--- src/rtl/regs_conf_pkg.sv ---
// Shared constants, command codes and sequencer state encoding for the
// configuration register chain; imported by the sequencer, register block and bench.
package regs_conf_pkg;

  localparam int NBYTES     = 11;
  localparam int BYTE_CNT_W = $clog2(NBYTES + 1);

  localparam logic [7:0] CMD_WR = 8'h57;
  localparam logic [7:0] CMD_RD = 8'h52;

  typedef logic [BYTE_CNT_W-1:0] byte_cnt_t;

  typedef enum logic [2:0] {
    ST_IDLE     = 3'd0,
    ST_WR_RX    = 3'd1,
    ST_WR_LOAD  = 3'd2,
    ST_RD_LOAD  = 3'd3,
    ST_RD_SEND  = 3'd4,
    ST_RD_SHIFT = 3'd5,
    ST_RD_WAIT  = 3'd6
  } state_t;

endpackage

--- src/rtl/regs_conf_timeout.sv ---
// Saturating inter-byte idle counter; o_expire marks the last permitted idle cycle.
module regs_conf_timeout #(
  parameter int TIMEOUT_CYC = 100000
) (
  input  logic clk,
  input  logic rst,
  input  logic i_clear,
  input  logic i_enable,
  output logic o_expire
);

  localparam int CNT_W = (TIMEOUT_CYC > 1) ? $clog2(TIMEOUT_CYC) : 1;
  localparam logic [CNT_W-1:0] LAST = CNT_W'(TIMEOUT_CYC - 1);

  logic [CNT_W-1:0] r_cnt;

  // NOTE: sequential state uses non-blocking (<=) so every flop samples pre-edge values.
  always_ff @(posedge clk or negedge rst) begin
    if (!rst) begin
      r_cnt <= '0;
    end else if (i_clear) begin
      r_cnt <= '0;
    end else if (i_enable && (r_cnt != LAST)) begin
      r_cnt <= r_cnt + CNT_W'(1);
    end
  end

  assign o_expire = (r_cnt == LAST);

endmodule

--- src/rtl/regs_conf_ctrl.sv ---
// Host-command sequencer for the 88-bit configuration chain: shifts written frames
// in from the UART receiver and paces readback bytes out to the UART transmitter.
module regs_conf_ctrl
  import regs_conf_pkg::*;
#(
  parameter int TIMEOUT_CYC = 100000
) (
  input  logic       clk,
  input  logic       rst,
  input  logic [7:0] rx_data,
  input  logic       rx_valid,
  input  logic       tx_ready,
  output logic       tx_start,
  output logic       shift_rxregs,
  output logic       load_confregs,
  output logic       load_txregs,
  output logic       shift_txregs,
  output logic       busy,
  output logic       cfg_updated,
  output logic       err_cmd,
  output logic       err_timeout
);

  localparam byte_cnt_t LAST_BYTE = BYTE_CNT_W'(NBYTES - 1);

  state_t    r_state;
  state_t    w_state_nxt;
  byte_cnt_t r_byte_cnt;
  byte_cnt_t w_byte_cnt_nxt;
  logic      w_to_expire;

  // The idle counter restarts on every accepted byte and stays cleared outside WR_RX.
  regs_conf_timeout #(
    .TIMEOUT_CYC (TIMEOUT_CYC)
  ) u_timeout (
    .clk      (clk),
    .rst      (rst),
    .i_clear  ((r_state != ST_WR_RX) || rx_valid),
    .i_enable (r_state == ST_WR_RX),
    .o_expire (w_to_expire)
  );

  always_ff @(posedge clk or negedge rst) begin
    if (!rst) begin
      r_state    <= ST_IDLE;
      r_byte_cnt <= '0;
    end else begin
      r_state    <= w_state_nxt;
      r_byte_cnt <= w_byte_cnt_nxt;
    end
  end

  // NOTE: every signal written here gets a default first, so no latch can be inferred.
  always_comb begin
    w_state_nxt    = r_state;
    w_byte_cnt_nxt = r_byte_cnt;
    tx_start       = 1'b0;
    shift_rxregs   = 1'b0;
    load_confregs  = 1'b0;
    load_txregs    = 1'b0;
    shift_txregs   = 1'b0;
    cfg_updated    = 1'b0;
    err_cmd        = 1'b0;
    err_timeout    = 1'b0;

    unique case (r_state)
      ST_IDLE: begin
        if (rx_valid) begin
          if (rx_data == CMD_WR) begin
            w_state_nxt    = ST_WR_RX;
            w_byte_cnt_nxt = '0;
          end else if (rx_data == CMD_RD) begin
            w_state_nxt = ST_RD_LOAD;
          end else begin
            err_cmd = 1'b1;
          end
        end
      end

      // A received byte takes priority over an expiring timeout in the same cycle.
      ST_WR_RX: begin
        if (rx_valid) begin
          shift_rxregs   = 1'b1;
          w_byte_cnt_nxt = r_byte_cnt + BYTE_CNT_W'(1);
          if (r_byte_cnt == LAST_BYTE) begin
            w_state_nxt = ST_WR_LOAD;
          end
        end else if (w_to_expire) begin
          err_timeout = 1'b1;
          w_state_nxt = ST_IDLE;
        end
      end

      ST_WR_LOAD: begin
        load_confregs = 1'b1;
        cfg_updated   = 1'b1;
        w_state_nxt   = ST_IDLE;
      end

      ST_RD_LOAD: begin
        load_txregs    = 1'b1;
        w_byte_cnt_nxt = '0;
        w_state_nxt    = ST_RD_SEND;
      end

      ST_RD_SEND: begin
        if (tx_ready) begin
          tx_start    = 1'b1;
          w_state_nxt = ST_RD_SHIFT;
        end
      end

      // Shifting one cycle after tx_start lets the UART latch txdw first, and
      // skips the cycle in which tx_ready has not yet fallen.
      ST_RD_SHIFT: begin
        shift_txregs   = 1'b1;
        w_byte_cnt_nxt = r_byte_cnt + BYTE_CNT_W'(1);
        w_state_nxt    = (r_byte_cnt == LAST_BYTE) ? ST_IDLE : ST_RD_WAIT;
      end

      ST_RD_WAIT: begin
        if (tx_ready) begin
          w_state_nxt = ST_RD_SEND;
        end
      end

      default: begin
        w_state_nxt = ST_IDLE;
      end
    endcase
  end

  assign busy = (r_state != ST_IDLE);

endmodule
--- config.mk ---
export PLATFORM = sky130hd
export DESIGN_NAME = regs_conf_ctrl
export DESIGN_NICKNAME = d
export VERILOG_FILES = /design/src/rtl/regs_conf_pkg.sv /design/src/rtl/regs_conf_timeout.sv /design/src/rtl/regs_conf_ctrl.sv
export SDC_FILE = /design/constraint.sdc
export NUM_CORES = 1
export LEC_CHECK = 0
export ABC_AREA = 1
export CORE_ASPECT_RATIO = 1.75
export CORE_MARGIN = 1.5
export CORE_UTILIZATION = 45
export CTS_CLUSTER_DIAMETER = 50
export DETAILED_ROUTE_END_ITERATION = 7
export HOLD_SLACK_MARGIN = 0.1
export PLACE_DENSITY = 0.67
export SYNTH_ARGS = -nofsm -noshare
export SYNTH_HDL_FRONTEND = slang
export SYNTH_SLANG_ARGS = --single-unit
--- constraint.sdc ---
create_clock -name clk -period 1.5 [get_ports clk]
set_input_delay 0.3 -clock clk [delete_from_list [all_inputs] [get_ports clk]]
set_output_delay 0.3 -clock clk [all_outputs]
set_load 0.01 [all_outputs]
# [Yosys cells after proc, flatten, opt, wreduce, memory -nomap -nowiden]
# Index checks and enable logic that the tools add are counted.
[classes] add_sub_neg=2 n_eq_ne=20 mux=30 n_reduce_logical=8
[op_table] operator="17-bit 2-to-1 mux" n=2
[op_table] operator="3-bit 2-to-1 mux" n=9
[op_table] operator="3-bit one-hot mux with 6 select lines" n=1
[op_table] operator="17-bit by 1-bit adder with 17-bit output (second input constant)" n=1
[op_table] operator="17-bit == test (second input constant)" n=1
[op_table] operator="17-bit inequality test (second input constant)" n=1
[op_table] operator="8-bit by 7-bit == test with 1-bit output (second input constant)" n=2
[op_table] operator="4-bit one-hot mux with 4 select lines" n=1
[op_table] operator="1-bit 2-to-1 mux" n=14
[op_table] operator="4-bit 2-to-1 mux" n=3
[op_table] operator="2-bit inequality test (second input constant)" n=5
[op_table] operator="3-bit == test (second input constant)" n=3
[op_table] operator="3-bit inequality test (second input constant)" n=3
[op_table] operator="3-bit by 2-bit == test with 1-bit output (second input constant)" n=2
[op_table] operator="6-bit AND reduction" n=1
[op_table] operator="4-bit by 1-bit adder with 4-bit output (second input constant)" n=1
[op_table] operator="4-bit == test (second input constant)" n=1
[op_table] operator="4-bit AND reduction" n=1
[op_table] operator="4-bit nonzero test" n=1
[op_table] operator="3-bit by 1-bit == test with 1-bit output (second input constant)" n=1
[op_table] operator="3-bit zero test" n=1
[op_table] operator="3-bit by 1-bit inequality test with 1-bit output (second input constant)" n=1
[op_table] operator="3-bit nonzero test" n=1
[op_table] operator="2-bit nonzero test" n=1
[op_table] operator="2 further kinds" n=2
[word_totals] reg_bits=24 in_bits=12

# [Depth between registers and ports, before layout]
[depth] word_depth=5 depth_mapped=10 ltp_nobuf=10

# [By module]
# From an unflattened synthesis, not the netlist that was laid out.
[hier_totals] hier_cells=277 area_unflattened_um2=1800.5
[modules_own_cells] module="regs_conf_timeout" n_inst=1 cells_per_inst=175 area_per_inst_um2=1154.9
[modules_own_cells] module="regs_conf_ctrl" n_inst=1 cells_per_inst=102 area_per_inst_um2=645.6

# [Worst setup path after synthesis]
# No wires, ideal clock.
[synth_path] kind="register -> output" startpoint="register r_state[0]" endpoint="output err_cmd" arrival_time_ns=1.120 t_required_ns=1.200 path_slack_ns=0.080 stages_incl_launch_ff=7 n_path_buf=1 cell_sequence="dfrtp_1 buf_4 nor2_4 inv_2 nor2_4 nand2_2 nor3_1"
[synth_via] elab_chain_len=2
[synth_lines] item="start: declaration" line_no="regs_conf_ctrl.sv:26" rtl="state_t r_state;"
[synth_lines] item="start signal: assignment" line_no="regs_conf_ctrl.sv:48" rtl="r_state <= w_state_nxt;"
[synth_lines] item="3-bit zero test" line_no="regs_conf_ctrl.sv:66" rtl="unique case (r_state)"
[synth_lines] item="1-bit 2-to-1 mux" line_no="regs_conf_ctrl.sv:66"
[synth_lines] item="end: declaration" line_no="regs_conf_ctrl.sv:20" rtl="output logic err_cmd,"
# Every way passes these cells.

# [Worst setup path after layout]
[layout_path] startpoint="register r_state[1]" endpoint="output err_timeout"
[layout_via] elab_chain_len=2
[layout_lines] item="3-bit by 1-bit == test with 1-bit output" line_no="regs_conf_ctrl.sv:66"
[layout_lines] item="1-bit 2-to-1 mux" line_no="regs_conf_ctrl.sv:66"
[layout_lines] item="end: declaration" line_no="regs_conf_ctrl.sv:21" rtl="output logic err_timeout"
# Every way passes these cells.

==> results by group <==
Routing
  • DR pass1 iterations: 4
  • Initial drt markers: 20
  • WL/cell: 12.5 microns
  • Via density: a little under 5
  • Via Count: 1,705
  • Final WL: about 4300 microns
  • Post-DRT Antenna Nets: 0
  • Drt drc: 0

Setup path
  • Crit path max fanout: 3
  • Critical Path RT: approximately 1.2 ns
  • CP Capture Type: output pin
  • WS Path Type: reg -> out
  • Crit path arrival time: between 1 and 1.5 ns
  • Setup crit start kind: flip-flop

Pwr
  • Leak pwr: around 1.2 nW
  • PnR Total Power: between 0.003 and 0.004 W
  • Peak supply drop: 0.00105 V
  • PwrDens: 1200 nW/um^2

Job
  • Max Cap Viol: 0

Synthesis
  • Instance count of the mapped netlist: 220
  • Compound-Gate Fraction of Synth Area: under 10%
  • Synth Area per Inst: 7.37 sq um
  • Post-synth top area cell: dfrtp_1
  • Largest family of logic cells by synthesized area: simple AND/OR/NAND/NOR gates
  • Syn Nets: ~240
  • Post-Synth XOR/XNOR Area: 1.08%
  • Synth Area in Simple Gates: roughly two fifths
  • Synth Area in Adders: between 2 and 2.5%
  • Yosys top cell area share: between 30% and 40%
  • Seq/Total Area, Yosys: between 30% and 40%
  • Netlist cell types: 28
  • Synth warn: 0
  • Post-synthesis mux area share: 0%
  • Synth top area cells: dfrtp_1 (37%), nand2_1 (10%), inv_1 (7.2%)
  • Synth Register Bits: 24
  • Synth Cell Area: about 1600 sq um

Die
  • Die Y: slightly above 80 microns
  • Initial Util: approximately 48%
  • DIE AREA: about 4000 sq um
  • Num rows: 28
  • Die Span X: roughly 48 microns
  • Ports: 21
  • Core Region: 3400 sq um

CTS
  • Root Buffer: clkbuf_8
  • H-tree depth: 1
  • Clock sink count: 24
  • CTS Buf Count: 3
  • Clk pin slew, worst setup/hold paths: roughly 0.09 ns
  • TritonCTS clock tree: yes
  • Clock Tree Buf Depth: 2
  • Clk_lat worst skew: 0.27 ns
  • Post-CTS Hold Buffers: 0

STA
  • Fin crit period: roughly 1.7 ns
  • Max Clk Rate: slightly below 600 MHz
  • Worst Hold Margin: slightly below 0.4 ns
  • Headroom to the max-slew limit: ~80%
  • Worst-margin pin slew: approximately 0.32 ns
  • Clock skew: a little over 0.007 ns
  • Final Setup Violations: 12
  • Post-route clock period utilization: 114%
  • Slew Viols, Final: 0
  • Post-route setup slack: -0.204 ns
  • Unrepaired setup endpoints after global routing: yes
  • Final hold vios: 0

Cells and area
  • Antenna cells: 0
  • Register area: ~600 sq um
  • Final Util: around 75%
  • Fraction of layout cells with a size suffix above 1: a little over two fifths
  • Final Net Count: about 320
  • P&R area growth vs syn: 56.9%
  • Multi-input logic area: roughly 990 sq um
  • Filler instances: between 200 and 300

Outcome
  • Status: finished, violations left
  • Failing checks: setup timing

GRT
  • Initial antenna violation count: 0
  • Gr usage total: 23.3%
  • Vias in the first global route: around 1,700
  • Largest net degree at the start of global routing: 25
  • GRT overflow: 0
  • Global-route wire length before repair: approximately 7000 microns

Hold path
  • HP Class: in -> async

Place
  • Placer Congestion: 0.917
  • Port bufs: 20
  • Post-placement setup slack: -0.540 ns
  • Detailed placement HPWL: about 3100 microns
-- cell usage in the layout, fill, tap and decap left out, types with 2 or more instances in the layout --
cell / count
a21oi_1: 10
a31oi_1: 2
buf_2: 6
buf_4: 51
buf_6: 12
clkbuf_8: 3
clkdlybuf4s50_1: 11
dfrtp_1: 23
ha_1: 2
inv_1: 27
inv_2: 6
inv_4: 2
nand2_1: 42
nand2_2: 4
nand2_4: 4
nand3_1: 16
nand3_2: 3
nand3_4: 5
nand4_1: 4
nor2_1: 19
nor2_2: 5
nor2_4: 9
nor3_1: 3
nor3_2: 3
nor3_4: 2
o21ai_0: 5
o21ai_1: 3
o21ai_2: 4
or2_2: 2
xor2_1: 2
-- cells by family (layout without fill, tap and decap cells) --
group / Yosys count / after routing
and+or+nand+nor: 122 / 122
buffers and inverters: 41 / 121
AOI/OAI and AO/OA: 28 / 28
DFF: 24 / 24
adders and majority gates: 3 / 3
xor gates and xnor gates: 2 / 2
-- worst paths after layout --
path                                          from  slack (ns)  depth (start not counted)                   to
min in group clk                     r_byte_cnt[0]        0.54                          1        r_byte_cnt[0]
worst min register to register       r_byte_cnt[0]        0.54                          1        r_byte_cnt[0]
worst max register to register  u_timeout.r_cnt[1]       -0.03                          8  u_timeout.r_cnt[14]
max in group asynchronous                      rst        0.84                          2           r_state[0]
worst min-delay path                           rst        0.39                          2   u_timeout.r_cnt[2]
worst max-delay path                    r_state[1]       -0.20                          9          err_timeout
-- timing repair --
action	4_1_cts	5_1_grt
setup endpoints to repair	14	31
gates resized for setup	68	25
pin swaps	3	15
endpoints found under the hold margin	0	0
setup buffers	9	7
-- synthesized netlist by cell type (all sizes together) --
cell type and count:
nand4 4, ha 3, o21ai 13, a21oi 11
nor3 8, xor2 2, buf 5, nand3 24
a2bb2oi 1, dfrtp 24, nor2 33, inv 36
nand2 50, a31oi 2, nor3b 1, or2 2
o22ai 1
-- where the power goes --
group / switching, W / internal (W) / total, W
Combinational: 0.000842 / 0.000821 / 0.00166
Sequential: 0.0000906 / 0.000720 / 0.000811
Clock: 0.000213 / 0.000357 / 0.000570
-- sequential cells by signal, summed over array words and instances (netlist names) --
register         flops
r_byte_cnt           4
r_state              3
u_timeout.r_cnt     17
-- worst max-delay path: stages (launching register included) --
cell	delay (ns)
dfrtp_1	0.41
buf_6	0.13
inv_4	0.05
nand2_4	0.05
nor2_4	0.14
nand2_4	0.07
clkinv_4	0.06
nand3_4	0.08
inv_2	0.06
buf_6	0.09
-- per-stage QoR --
stage / setup TNS (ns) / std cells / instance area [sq um]
5_1_grt: -2.37 / 345 / 2540
4_1_cts: -1.28 / 341 / 2420
3_3_place_gp: -3.52 / 328 / 2210
3_5_place_dp: -3.93 / 328 / 2210
2_1_floorplan: 0 / 220 / 1620
6_report: -1.08 / 345 / 2540
-- layout make-up --
| class | instances | area share [%] |
|---|---|---|
| multi-input cells | 155 | 39.0 |
| repair buffers | 81 | 26.6 |
| flip-flops and latches | 24 | 23.6 |
| inverters | 36 | 5.70 |
| well taps | 45 | 2.21 |
| clock buffers | 3 | 1.62 |
| clock inverters | 1 | 1.18 |
-- layer usage --
metal  routed length, microns  track usage (%)  vias to the layer above
met4                       91             10.6                        0
met1                     1600             21.7                      804
met5                        0                0                        -
met2                     2540             50.4                       31
met3                       92             1.44                        8
li1                         -                -                      862
Power figures use the tool's default switching activity.
